===== config.mk =====
export PLATFORM = sky130hd
export DESIGN_NAME = ppm_multi_gen
export DESIGN_NICKNAME = d
export VERILOG_FILES = /design/src/rtl/ppm_pkg.sv /design/src/rtl/ppm_channel.sv /design/src/rtl/ppm_multi_gen.sv
export SDC_FILE = /design/constraint.sdc
export NUM_CORES = 1
export LEC_CHECK = 0
export CAP_MARGIN = 30
export CORE_MARGIN = 5
export CORE_UTILIZATION = 45
export CTS_BUF_LIST = sky130_fd_sc_hd__clkbuf_4 sky130_fd_sc_hd__clkbuf_8
export DETAILED_ROUTE_END_ITERATION = 10
export PLACE_DENSITY = 0.65
export REMOVE_ABC_BUFFERS = 1
export SLEW_MARGIN = 20
export SYNTH_ARGS = -nofsm -noshare
export SYNTH_HDL_FRONTEND = slang
export SYNTH_HIERARCHICAL = 1
export SYNTH_SLANG_ARGS = --single-unit
export TNS_END_PERCENT = 5

===== constraint.sdc =====
create_clock -name clk -period 2.05 [get_ports clk]
set_input_delay 0.41 -clock clk [delete_from_list [all_inputs] [get_ports clk]]
set_output_delay 0.41 -clock clk [all_outputs]
set_load 0.05 [all_outputs]

===== src/rtl/ppm_pkg.sv =====
// Shared constants and types for the multi-channel PPM generator.
package ppm_pkg;
  localparam int PPM_MAX_CHANNELS = 8;
  localparam int PPM_WIDTH        = 8;
  localparam int PPM_FRAME_LEN    = 256;
  localparam int PPM_PULSE_W      = 1;

  // One bit wider than a position so pos+PULSE_W never overflows.
  typedef logic [PPM_WIDTH:0] slot_t;
endpackage


===== src/rtl/ppm_channel.sv =====
// One PPM output: active position register, pulse window comparator and
// registered pulse output.
module ppm_channel
  import ppm_pkg::*;
#(
  parameter int WIDTH     = PPM_WIDTH,
  parameter int FRAME_LEN = PPM_FRAME_LEN,
  parameter int PULSE_W   = PPM_PULSE_W
) (
  input  logic             clk,
  input  logic             rst,
  input  logic             i_en,
  input  logic             i_act_vld,
  input  logic             i_commit,
  input  logic [WIDTH-1:0] i_pos,
  input  logic [WIDTH-1:0] i_slot,
  output logic             o_pulse
);
  localparam logic [WIDTH:0] FL = (WIDTH+1)'(FRAME_LEN);
  localparam logic [WIDTH:0] PW = (WIDTH+1)'(PULSE_W);

  logic [WIDTH-1:0] r_pos;
  logic             r_pulse;
  logic [WIDTH:0]   w_slot, w_pos, w_end;
  logic             w_hit;

  always_ff @(posedge clk) begin
    if (rst)           r_pos <= '0;
    else if (i_commit) r_pos <= i_pos;
  end

  // Slot never exceeds FRAME_LEN-1, so the window clips at frame end by itself.
  assign w_slot = {1'b0, i_slot};
  assign w_pos  = {1'b0, r_pos};
  assign w_end  = w_pos + PW;
  assign w_hit  = i_en && i_act_vld && (w_pos < FL) &&
                  (w_slot >= w_pos) && (w_slot < w_end);

  always_ff @(posedge clk) begin
    if (rst) r_pulse <= 1'b0;
    else     r_pulse <= w_hit;
  end

  assign o_pulse = r_pulse;
endmodule


===== src/rtl/ppm_multi_gen.sv =====
// Multi-channel PPM generator: shared slot counter, shadow bank with
// frame-boundary commit, sticky range error. Optional macro PPM_SYNC_EN
// enables the registered frame_sync marker.
module ppm_multi_gen
  import ppm_pkg::*;
#(
  parameter int CHANNELS  = 4,
  parameter int WIDTH     = PPM_WIDTH,
  parameter int FRAME_LEN = PPM_FRAME_LEN,
  parameter int PULSE_W   = PPM_PULSE_W
) (
  input  logic                      clk,
  input  logic                      rst,
  input  logic                      en,
  input  logic                      s_valid,
  output logic                      s_ready,
  input  logic [CHANNELS*WIDTH-1:0] s_pos,
  output logic [CHANNELS-1:0]       pulse_out,
  output logic                      frame_sync,
  output logic                      pos_err
);
  localparam logic [WIDTH:0] LAST = (WIDTH+1)'(FRAME_LEN - 1);
  localparam logic [WIDTH:0] FL   = (WIDTH+1)'(FRAME_LEN);

  logic [WIDTH-1:0]          r_slot;
  logic [CHANNELS*WIDTH-1:0] r_shadow;
  logic                      r_pending;
  logic                      r_act_vld;
  logic                      r_pos_err;

  logic                      w_bnd, w_xfer, w_commit, w_range;
  logic [CHANNELS*WIDTH-1:0] w_cpos;

  assign s_ready  = !r_pending;
  assign w_xfer   = s_valid && s_ready;
  assign w_bnd    = en && ({1'b0, r_slot} == LAST);
  // A transfer landing on the boundary cycle bypasses the shadow bank.
  assign w_commit = w_bnd && (r_pending || w_xfer);
  assign w_cpos   = r_pending ? r_shadow : s_pos;

  always_ff @(posedge clk) begin
    if (rst)        r_slot <= '0;
    else if (w_bnd) r_slot <= '0;
    else if (en)    r_slot <= r_slot + WIDTH'(1);
  end

  always_ff @(posedge clk) begin
    if (rst) begin
      r_shadow  <= '0;
      r_pending <= 1'b0;
    end else if (w_commit) begin
      r_pending <= 1'b0;
    end else if (w_xfer) begin
      r_shadow  <= s_pos;
      r_pending <= 1'b1;
    end
  end

  always_comb begin
    w_range = 1'b0;
    for (int k = 0; k < CHANNELS; k++)
      if ({1'b0, w_cpos[k*WIDTH +: WIDTH]} >= FL) w_range = 1'b1;
  end

  always_ff @(posedge clk) begin
    if (rst) begin
      r_act_vld <= 1'b0;
      r_pos_err <= 1'b0;
    end else if (w_commit) begin
      r_act_vld <= 1'b1;
      r_pos_err <= r_pos_err | w_range;
    end
  end

  assign pos_err = r_pos_err;

  for (genvar k = 0; k < CHANNELS; k++) begin : g_ch
    ppm_channel #(
      .WIDTH     (WIDTH),
      .FRAME_LEN (FRAME_LEN),
      .PULSE_W   (PULSE_W)
    ) u_ch (
      .clk       (clk),
      .rst       (rst),
      .i_en      (en),
      .i_act_vld (r_act_vld),
      .i_commit  (w_commit),
      .i_pos     (w_cpos[k*WIDTH +: WIDTH]),
      .i_slot    (r_slot),
      .o_pulse   (pulse_out[k])
    );
  end

`ifdef PPM_SYNC_EN
  logic r_sync;
  always_ff @(posedge clk) begin
    if (rst) r_sync <= 1'b0;
    else     r_sync <= en && (r_slot == '0);
  end
  assign frame_sync = r_sync;
`else
  assign frame_sync = 1'b0;
`endif
endmodule


==> results of run 1 <==
## flip-flops by register name (all words and copies together), names as in the netlist
signal             count
r_shadow              32
r_slot                 8
g_ch.u_ch/r_pos       32
r_pending              1
g_ch.u_ch/o_pulse      4
r_act_vld              1
## placed cells by master, fill, tap and decap left out, drive strengths merged, types with 14 or more instances in the layout
cell type      synthesis  layout
buf                   20      40
clkbuf                 6      16
clkdlybuf4s50          0      39
dfxtp                 78      78
ha                    69      69
inv                   46      46
mux2                  32      32
mux2i                 65      65
nand2                 69      69
nand3                 14      14
nand4                 15      15
nor2                  59      59
xnor2                 26      26
## timing repair
action / in CTS / in global routing
endpoints found under the setup margin: 0 / 20
setup buffers: 0 / 0
gates resized for setup: 0 / 6
## where the power goes
| part | switching (mW) | total, mW | internal [mW] |
|---|---|---|---|
| combinational | 0.208 | 0.453 | 0.245 |
| sequential | 0.0252 | 1.58 | 1.56 |
| clock | 0.549 | 1.14 | 0.595 |
## final timing paths
kind,from,endpoint
worst max-delay path,g_ch[2].u_ch/r_pos[1],g_ch[2].u_ch/o_pulse
worst min-delay path,r_shadow[2],r_shadow[2]
worst max register to register,g_ch[2].u_ch/r_pos[1],g_ch[2].u_ch/o_pulse
worst min register to register,r_shadow[2],r_shadow[2]
## stage by stage
step / instance area, sq um / setup TNS [ps] / util
4_1_cts: 6325 / 0 / 0.5516
3_3_place_gp: 6130 / 0 / 0.5345
5_1_grt: 6354 / -4.656 / 0.5541
2_1_floorplan: 5155 / -114560 / -
3_5_place_dp: 6130 / 0 / 0.5345
6_report: 6354 / 0 / 0.5541
## logic make-up after synthesis
logic type,after synthesis,share of synthesized area
mux,97,0.1905
compound gates,57,0.08158
fa+ha+maj,69,0.1627
xor+xnor,28,0.04622
simple gates,188,0.1622
flops,78,0.2943
buf+inv,72,0.06178
other cells,1,0.0007067
## cell type report
class / instances / area, sq um
well taps: 143 / 178.9
multi-input cells: 441 / 3455
flip-flops and latches: 78 / 1562
clock buffers: 16 / 195.2
fillers: 1073 / 5114
repair buffers: 79 / 790.8
inverters: 46 / 172.7
## routing by layer
layer | routed length (um) | vias to the layer above | track usage | part of all wire
met4 | 298 | 0 | 0.06804 | 0.025
met5 | 0 | - | 0 | 0
met3 | 492 | 22 | 0.04441 | 0.041
met2 | 5861 | 66 | 0.2993 | 0.49
li1 | - | 2179 | - | -
met1 | 5430 | 2011 | 0.2164 | 0.45
## worst max-delay path, cell delays in order, from the launching register on
cell and delay [ps]:
dfxtp_1 390, ha_1 200, nand3_1 160, nor3_2 180, xnor2_1 140, ha_1 260
a311oi_1 290, a32oi_1 80, a21boi_1 150
==> impl_metrics.csv, run 1 <==
group,metric,value,unit
clock_tree,cts_tree,"built",
synthesis,synth.area.top_cells,"dfxtp_1, ha_1, mux2i_1",
sta,timing.fmax,0.5226,GHz
routing,drt_first_pass_iters,4,
synthesis,synth-edff-count,0,
routing,finalWirelength,12080,um
clock_tree,clock_latency,370,ps
hold_path,hp-class,"register to register",
outcome,outcome,"complete, no violations",
synthesis,yosysTopAreaCellShare,0.2943,
sta,slew_violations,0,
synthesis,netlist_instances,590,
floorplan,fp.dieH,118.6,um
placement,gp_congestion,0.8892,
worst_setup_path,reg2reg_depth,8,
clock_tree,cts.reportedPaths.clkPinSlew,70,ps
grt,grtUsageTotal,0.1771,
power,power_density,500.9,nW/um^2
routing,antenna_left,0,
clock_tree,cts_buffers,9,
sta,skew,8.540,ps
floorplan,start_util,0.4627,
layout,syn2layout_area_growth,19.74,%
synthesis,async_reset_ff_frac,0,
synthesis,post-synth-top-count-cell,"dfxtp_1",
placement,hpwl,9013,um
worst_setup_path,cp.required,2350,ps
synthesis,yosysTopAreaCell,"dfxtp_1",
synthesis,synth_flop_cell,"dfxtp_1",
sta,setup_slack,136.4,ps
hold_path,whs_path_depth,2,
synthesis,yosysSeqAreaShare,0.2943,
layout,nets,760,
synthesis,yosysWarnings,6,
job,max_cap_viol_count,0,
routing,drt_drc_violations_left,0,
worst_setup_path,r2r_setup_slack,140,ps
sta,period_share,0.9335,
worst_setup_path,critPathLaunchType,"register",
worst_setup_path,path_max_fanout,4,
routing,via_per_inst,5.328,
sta,hold_violations,0,
layout,num_antenna_cells,0,
floorplan,dieArea,14060,sq um
worst_setup_path,critPathKind,"register to register",
grt,grt.overflow.total,0,
grt,grt_pass1_wl,20590,um
sta,min_period,1914,ps
synthesis,ys_ff_latch,78,
grt,grt_max_degree,34,
placement,numPortBuffers,40,
placement,dp_slack,24.68,ps
grt,grt_pass1_vias,4413,
floorplan,rows,39,
layout,layout.cells.non_filler,803,
synthesis,syn_area,5306,sq um
floorplan,die_width,118.6,um
floorplan,io_pins,43,
clock_tree,clockBufferDepth,2,
sta,setup_viol,0,
worst_setup_path,arrival,2220,ps
layout,drive_gt1_frac,0.1591,
clock_tree,cts_max_level,3,
placement,dp_cells,787,
routing,vias,4278,
floorplan,core,11470,sq um
synthesis,yosysUniqueCellTypes,39,
clock_tree,hold_buffers,0,
clock_tree,clockRootBuffer,"clkbuf_8",
routing,dr.first_iter.drc_count,176,
power,p_leak,2.501,nW
grt,antenna_found_initial,0,
power,ir_worst_vdd,0.0004047,V
worst_setup_path,end_kind,"register",
routing,wl_per_cell,15.05,um
power,finalPower,3.182,mW
synthesis,ys_top_cells_by_count,"dfxtp_1, ha_1, nand2_1",
sta,timing.hold.ws,452.4,ps
synthesis,syn_area_per_cell,8.994,sq um
clock_tree,cts_sinks,78,
Power figures use the tool's default switching activity.
==> run 2, diff against run 1 <==
SETUP_SLACK_MARGIN = 0.05   (was default)
==> run 2 against run 1 <==
Against the previous run:
- hold slack barely moved
- cell count is the same
- critical path depth decreased by 7
- clock skew grew 0.93 ps
- non-clock buffer count unchanged
- largest power group unchanged
- first-iteration DRC count grew 14%
- register-to-register slack better by 20 ps
==> impl_metrics.csv, run 2 (synthesized netlist as in run 1, its figures left out) <==
group,metric,value,unit
sta,setup_slack,145.9,ps
power,p_sw,784.5,uW
power,p_int,2.400,mW
placement,hpwl,9013,um
worst_setup_path,arrival,1490,ps
clock_tree,cts_sinks,78,
worst_setup_path,cpMaxStageDelayCell,"clkdlybuf4s50_1",
floorplan,start_util,0.4627,
power,ir_worst_vdd,0.0004040,V
floorplan,io_pins,43,
grt,grt.overflow.total,0,
grt,antenna_found_initial,0,
power,finalPower,3.185,mW
placement,numPortBuffers,40,
layout,final_cell_mix,"dfxtp_1, nand2_1, ha_1, mux2i_1, nor2_1",
clock_tree,clock_latency,380,ps
floorplan,die_width,118.6,um
routing,antenna_left,0,
power,p_leak,2.502,nW
routing,drt_first_pass_iters,4,
worst_setup_path,cp.required,1640,ps
layout,syn2layout_area_growth,19.92,%
worst_setup_path,crit_family,"buffers and inverters",
sta,period_share,0.9288,
placement,dp_slack,24.68,ps
worst_setup_path,critPathBufInv,1,
layout,drive_gt1_frac,0.1652,
placement,place_area,6130,sq um
worst_setup_path,critPathKind,"register to output pin",
clock_tree,clockBufferDepth,2,
worst_setup_path,path_cells,"clkdlybuf4s50_1",
sta,slew_violations,0,
grt,grtUsageTotal,0.1771,
routing,wl_per_cell,15.10,um
routing,vias,4294,
clock_tree,clockRootBuffer,"clkbuf_8",
sta,min_period,1904,ps
routing,drt_drc_violations_left,0,
routing,finalWirelength,12130,um
worst_setup_path,cpPeakStageDelay,800,ps
placement,dp_cells,787,
layout,nFillCells,1072,
power,power_density,500.5,nW/um^2
routing,via_per_inst,5.347,
floorplan,dieArea,14060,sq um
power,pwr-share-seq,0.498,
layout,reg.largest.list,"g_ch.u_ch/r_pos x32, r_shadow x32, r_slot x8",
layout,nets,760,
routing,dr.first_iter.drc_count,200,
hold_path,hp-class,"register to register",
worst_setup_path,end_kind,"output pin",
power,switching_share,0.2463,
clock_tree,cts_max_level,3,
worst_setup_path,path_max_fanout,1,
placement,gp_congestion,0.8892,
floorplan,fp.dieH,118.6,um
sta,skew,9.467,ps
power,pwr-share-comb,0.142,
grt,grt_pass1_vias,4413,
floorplan,rows,39,
grt,grt_max_degree,34,
layout,regArea,1565,sq um
layout,multi_input_area,3461,sq um
sta,timing.fmax,0.5252,GHz
layout,layout.cells.non_filler,803,
job,max_cap_viol_count,0,
sta,setup_viol,0,
layout,num_antenna_cells,0,
clock_tree,cts_buffers,9,
sta,hold_violations,0,
grt,grt_pass1_wl,20590,um
worst_setup_path,critPathLaunchType,"register",
layout,finalInstanceArea,6364,sq um
floorplan,core,11470,sq um
clock_tree,cts_tree,"built",
sta,grt_setup_unrepaired,"true",
clock_tree,cts.reportedPaths.clkPinSlew,70,ps
power,power.share.clock,0.360,
layout,final_util,0.5549,
layout,final_common_cell,"dfxtp_1",
outcome,outcome,"complete, no violations",
-- run 2: path summary, 6_finish.rpt --
path / startpoint / endpoint / cells after the start / slack, ps
setup / recovery: g_ch[2].u_ch/o_pulse / pulse_out[2] / 1 / 150
hold / removal: r_shadow[2] / r_shadow[2] / 2 / 450
setup reg to reg: g_ch[1].u_ch/r_pos[0] / g_ch[1].u_ch/o_pulse / 8 / 160
hold reg to reg: r_shadow[2] / r_shadow[2] / 2 / 450
-- run 2: final cells by class --
cell class / count / area share
Inverter: 46 / 0.02713
Tap cell: 143 / 0.02812
Timing Repair Buffer: 79 / 0.1243
Multi-Input combinational cell: 441 / 0.5438
Clock buffer: 16 / 0.03067
Sequential cell: 78 / 0.2460
-- run 2: per-layer routing --
layer  wire, um  track usage  part of all wire
met4        239      0.06804             0.020
met1       5452       0.2164              0.45
met5          0            0                 0
met2       5979       0.2993              0.49
met3        457      0.04441             0.038
-- run 2: metrics by stage --
stage / TNS (ps) / hold WS, ps
3_3_place_gp: 0 / 438.4
5_1_grt: -4.656 / 475.6
6_report: 0 / 452.4
2_1_floorplan: -114560 / 431.3
4_1_cts: 0 / 458.8
3_5_place_dp: 0 / 447.0
-- run 2: power groups by stage --
stage                     clock, mW  sequential, mW  combinational (mW)
after floorplan                   0            1.63               0.247
after global placement            0            1.62               0.446
after detailed placement          0            1.62               0.457
after CTS                      1.19            1.58               0.460
after global routing           1.27            1.59               0.497
final                          1.15            1.59               0.453
-- run 2: what timing repair did --
item                       in CTS  in global routing
hold buffers                    0                  0
setup endpoints to repair       0                 36
buffers inserted                0                  0
resized for setup               0                 10
